`config.mk`:
```
export PLATFORM = sky130hd
export DESIGN_NAME = uart_tx_frame_sequencer
export DESIGN_NICKNAME = d
export VERILOG_FILES = /design/src/rtl/uart_tx_frame_sequencer.sv
export SDC_FILE = /design/constraint.sdc
export NUM_CORES = 1
export LEC_CHECK = 0
export BUFFER_PORTS_ARGS = -buffer_cell sky130_fd_sc_hd__buf_2
export CORE_MARGIN = 4
export CORE_UTILIZATION = 61
export DETAILED_ROUTE_END_ITERATION = 10
export PLACE_DENSITY_LB_ADDON = 0.12
export SKIP_CTS_REPAIR_TIMING = 1
export SLEW_MARGIN = 30
export SYNTH_ARGS = -nofsm -noshare
export SYNTH_HDL_FRONTEND = slang
export SYNTH_SLANG_ARGS = --single-unit
```
`constraint.sdc`:
```
create_clock -name m_clk -period 6.9 [get_ports m_clk]
set_clock_uncertainty 0.15 [all_clocks]
set_input_delay 1.38 -clock m_clk [delete_from_list [all_inputs] [get_ports m_clk]]
set_output_delay 1.38 -clock m_clk [all_outputs]
set_load 0.02 [all_outputs]
```
`src/rtl/uart_tx_frame_sequencer.sv`:
```
// UART transmit frame sequencer: paces start/data/parity/stop bits from an
// oversample tick enable using a frame format snapshotted at accept.
module uart_tx_frame_sequencer #(
  parameter int unsigned TICKS_A = 16,
  parameter int unsigned TICKS_B = 13
) (
  input  logic       m_clk,
  input  logic       reset,
  input  logic       baud_en,
  input  logic       osm_sel,
  input  logic [1:0] WLS,
  input  logic       STB,
  input  logic       PEN,
  input  logic       EPS,
  input  logic       SP,
  input  logic       BC,
  input  logic [7:0] tx_data,
  input  logic       tx_valid,
  output logic       tx_ready,
  output logic       txd,
  output logic       tx_busy,
  output logic       frame_done
);

  localparam int unsigned TICK_W = 4;
  localparam int unsigned LEN_W  = 5;
  localparam int unsigned BIT_W  = 3;

  typedef enum logic [2:0] {
    S_IDLE, S_START, S_DATA, S_PARITY, S_STOP, S_STOP_EXT
  } state_t;

  state_t            state_q, state_d;
  logic [TICK_W-1:0] tick_q, tick_d;
  logic [BIT_W-1:0]  bit_q, bit_d;
  logic [7:0]        data_q;
  logic [1:0]        wls_q;
  logic              stb_q, pen_q, eps_q, sp_q, osm_q;
  logic              txd_q, ready_q, busy_q, done_q;

  logic [LEN_W-1:0]  full_len_c, cur_len_c;
  logic [7:0]        data_m_c;
  logic              accept_c, bit_end_c, last_bit_c, par_c, txd_d, done_d;

  // Next-state, counters and next txd level
  always_comb begin
    state_d    = state_q;
    tick_d     = baud_en ? tick_q + TICK_W'(1) : tick_q;
    bit_d      = bit_q;
    done_d     = 1'b0;
    txd_d      = 1'b1;

    accept_c   = (state_q == S_IDLE) && tx_valid && ready_q;
    full_len_c = osm_q ? LEN_W'(TICKS_B) : LEN_W'(TICKS_A);
    // 1.5 stop bits only for 5-bit words: extension is ceil(N/2)
    cur_len_c  = (state_q == S_STOP_EXT && wls_q == 2'b00)
                 ? LEN_W'((full_len_c + LEN_W'(1)) >> 1) : full_len_c;
    bit_end_c  = baud_en && (tick_q == TICK_W'(cur_len_c - LEN_W'(1)));
    last_bit_c = (bit_q == BIT_W'(wls_q) + BIT_W'(4));
    data_m_c   = data_q & ~(8'he0 << wls_q);
    par_c      = sp_q ? ~eps_q : (eps_q ? ^data_m_c : ~^data_m_c);

    case (state_q)
      S_IDLE: begin
        tick_d = '0;
        if (accept_c) begin
          state_d = S_START;
          bit_d   = '0;
        end
      end
      S_START: if (bit_end_c) begin
        tick_d  = '0;
        bit_d   = '0;
        state_d = S_DATA;
      end
      S_DATA: if (bit_end_c) begin
        tick_d = '0;
        if (last_bit_c) state_d = pen_q ? S_PARITY : S_STOP;
        else            bit_d   = bit_q + BIT_W'(1);
      end
      S_PARITY: if (bit_end_c) begin
        tick_d  = '0;
        state_d = S_STOP;
      end
      S_STOP: if (bit_end_c) begin
        tick_d = '0;
        if (stb_q) state_d = S_STOP_EXT;
        else begin
          state_d = S_IDLE;
          done_d  = 1'b1;
        end
      end
      S_STOP_EXT: if (bit_end_c) begin
        tick_d  = '0;
        state_d = S_IDLE;
        done_d  = 1'b1;
      end
      default: state_d = S_IDLE;
    endcase

    case (state_d)
      S_START:  txd_d = 1'b0;
      S_DATA:   txd_d = data_q[bit_d];
      S_PARITY: txd_d = par_c;
      default:  txd_d = 1'b1;
    endcase
    if (BC) txd_d = 1'b0;
  end

  // State, counters, snapshot and registered outputs
  always_ff @(posedge m_clk) begin
    if (!reset) begin
      state_q <= S_IDLE;
      tick_q  <= '0;
      bit_q   <= '0;
      data_q  <= '0;
      wls_q   <= '0;
      stb_q   <= 1'b0;
      pen_q   <= 1'b0;
      eps_q   <= 1'b0;
      sp_q    <= 1'b0;
      osm_q   <= 1'b0;
      txd_q   <= 1'b1;
      ready_q <= 1'b1;
      busy_q  <= 1'b0;
      done_q  <= 1'b0;
    end else begin
      state_q <= state_d;
      tick_q  <= tick_d;
      bit_q   <= bit_d;
      txd_q   <= txd_d;
      ready_q <= (state_d == S_IDLE);
      busy_q  <= (state_d != S_IDLE);
      done_q  <= done_d;
      if (accept_c) begin
        data_q <= tx_data;
        wls_q  <= WLS;
        stb_q  <= STB;
        pen_q  <= PEN;
        eps_q  <= EPS;
        sp_q   <= SP;
        osm_q  <= osm_sel;
      end
    end
  end

  assign tx_ready   = ready_q;
  assign txd        = txd_q;
  assign tx_busy    = busy_q;
  assign frame_done = done_q;

endmodule

```
==> results.md <==
* Final wirelength at 3690 um
* Post-synth EDFFs at 0
* Final cycle utilization of the critical path at roughly half
* Rows at 19
* Antenna violations before repair at 0
* Crit path DAT at 3.48 ns
* Hold WS at 0.359 ns
* Share of the synthesized area in the top cell type at 33.7%
* Status: complete, no violations
* TritonCTS buffer count at 5
* Reg-to-reg critical path startpoint: state_q[2]
* Vias in the first global route at 1429
* Starting Density at between 60% and 70%
* Reg clk slew, reported paths at 0.08 ns
* CTS Sinks at 29
* Clock network fraction of total power at 28.7%
* Most used flip-flop cell after synthesis: dfxtp_1
* Max-slew headroom at ~58%
* CTS Root Cell: clkbuf_4
* DR WL met2 at around 1800 um
* Final setup fails at 0
* Post-synthesis cell count at 198
* Clock Tree Buf Depth at 2
* Area delta synth->final at 10.1%
* Distinct cells, synth at 53
* Reg power frac at 52.4%
* Count of final hold-check violations at 0
* Unrepaired setup endpoints after global routing: false
* Initial drt markers at 131
* Leakage at 0.747 nW
* NetSw at between 0.1 and 0.15 mW
* Synthesized Nets at 220
* Cell accounting for the most synthesized area: dfxtp_1
* Final min period at 3.36 ns
* Slew @ Worst Pin at 0.627 ns
* First-pass GRT wire length at 6320 um
* Max H-tree Level at 2
* Worst skew pair latency at 0.33 ns
* Vias per cell at 6.12
* Fin nets at ~240
* GP Congestion at 0.826
* Setup TNS Final at 0 ns
* Post-Route M1 WL at 1550 um
* Synth Register Bits at 29
* CTS tree: built
* Vias post-DR at approximately 1500
* Internal at approximately 0.26 mW
* Pwr/cell area at about 190 nW/um^2
* Post-route ant nets at 0
* CP Max Fanout at 13
* Worst setup SP type: input pin
* Gate power share at 18.9%
* Worst setup path start: baud_en
* Largest cells by area after synthesis: dfxtp_1, mux2i_1, nor2_1, a21oi_1, nand2_1
* Final Power at ~0.36 mW
* Largest net degree at the start of global routing at 20
* Gr usage total at between 20% and 30%
* Global route total overflow at 0
* Yosys warns at 0
* Worst Hold Launch: sp_q
* Share of layout cells above drive strength 1 at 18.6%
* Die W at 61.2 um
* Drt wl/cell at between 10 and 15 um
* Detailed Routing Iterations Pass 1 at 4
* Critical Path End Type: flip-flop
* Antenna cell count at 0
* Port-buffer cells at 23
* Cell area after synthesis at 1720 um^2
* Sequential element share of the synthesized area at 33.7%
* Top Ports at 24
* Worst Path Class, Setup: input pin to flip-flop
* Drt drc at 0
* DP Wirelength at 2680 um
* Mean Syn Cell Area at slightly below 9 um^2
* Top Layer Used: met4
* Worst EP required at approximately 7.0 ns
* Hold Path Class: flip-flop to flip-flop
* DIE AREA at about 3700 um^2
* Max Slew Vio Count at 0
* VDD IR-drop max at 0.000174 V
* Max cap viols at 0
* Sw Ratio at 27.9%
* Die height at 61.2 um
* Fmax achieved at 0.298 GHz
* Routed wl met3 at 224 um
* Core region area at 2730 um^2
* Async SR Flop Fraction at 0%
## per-layer routing
metal	track usage, %	vias up
met5	0	-
met3	4.82	15
met1	26.9	707
met2	38.4	57
li1	-	758
met4	12.7	0
## cell usage after synthesis, drive strengths merged, types with 2 or more instances
| cell type | instances |
|---|---|
| nor4b | 3 |
| nand2 | 12 |
| a221o | 2 |
| o22ai | 3 |
| nor3 | 5 |
| mux2i | 17 |
| o22a | 2 |
| or2 | 5 |
| inv | 10 |
| nor2b | 2 |
| clkbuf | 7 |
| and2 | 2 |
| and3 | 2 |
| xnor2 | 5 |
| nor2 | 28 |
| ha | 2 |
| a21oi | 12 |
| buf | 2 |
| a311oi | 2 |
| nor4 | 3 |
| dfxtp | 29 |
| a221oi | 2 |
| nand3 | 4 |
| a31o | 2 |
| nand2b | 3 |
| xor2 | 5 |
| o21ai | 6 |
## metrics by stage
| step | instances | area, um^2 | utilization, % | worst slack (ns) |
|---|---|---|---|---|
| floorplan | 198 | 1720 | - | 3.66 |
| global route | 251 | 1900 | 69.4 | 3.40 |
| finish | 251 | 1900 | 69.4 | 3.54 |
| CTS | 251 | 1900 | 69.4 | 3.59 |
| detailed placement | 244 | 1840 | 67.4 | 3.25 |
| global placement | 244 | 1840 | 67.4 | 3.32 |
## worst max-delay path: stages
cell      delay (ns)
buf_2           0.13
and2_1          0.17
o2111a_2        0.17
nor2_2          0.40
o22a_1          0.31
mux2_1          0.32
and3_1          0.16
a311oi_1        0.29
o31a_1          0.15
## kinds of logic after synthesis
| logic type | Yosys count | share of synthesized area, % |
|---|---|---|
| XOR/XNOR | 11 | 6.39 |
| flip-flops | 29 | 33.7 |
| AO/OA/AOI/OAI | 44 | 19.6 |
| adder cells (fa/ha/maj) | 2 | 1.45 |
| buffers and inverters | 20 | 5.23 |
| AND/OR/NAND/NOR | 74 | 23.1 |
| multiplexers | 18 | 10.5 |
## layout make-up
type,instances,area (um^2)
clock buffer,7,55.1
fill,229,836
inverter,11,41.3
multi-input combinational,149,1060
sequential,29,581
tap,31,38.8
timing repair buffer,24,123
## power by group through the flow
| stage | Sequential [mW] | Combinational [mW] | Clock (mW) |
|---|---|---|---|
| floorplan | 0.190 | 0.0494 | 0 |
| global placement | 0.191 | 0.0668 | 0 |
| detailed placement | 0.192 | 0.0681 | 0 |
| CTS | 0.188 | 0.0682 | 0.106 |
| global route | 0.190 | 0.0753 | 0.114 |
| finish | 0.188 | 0.0680 | 0.103 |
## path summary, 6_finish.rpt
path	slack (ns)	cells past startpoint	to
worst max register to register	3.77	8	txd
worst max-delay path	3.54	9	txd
worst min-delay path	0.36	2	sp_q
worst min register to register	0.36	2	sp_q
## flip-flops by register name, summed over array words and instances, names as in the netlist
register    cells
txd             1
data_q          8
tick_q          4
stb_q           1
eps_q           1
wls_q           2
sp_q            1
tx_busy         1
frame_done      1
tx_ready        1
state_q         3
pen_q           1
osm_q           1
bit_q           3
## cells in the final DEF (no fill, tap or decap), types with 2 or more instances in the layout
cell type	n
dfxtp_1	29
ha_1	2
o22a_1	2
nor2_1	27
nor2b_1	2
nand3_1	4
or2_2	2
buf_2	23
inv_1	10
nand2_1	12
nor4b_1	2
xor2_1	5
a31o_1	2
nor4_1	2
nand2b_1	3
o22ai_1	3
a311oi_1	2
a21oi_1	12
o21ai_0	6
xnor2_1	5
nor3_1	5
clkbuf_4	5
mux2i_1	17
and2_1	2
and3_1	2
a221oi_2	2
a221o_1	2
(Power assumes the default switching activity.)
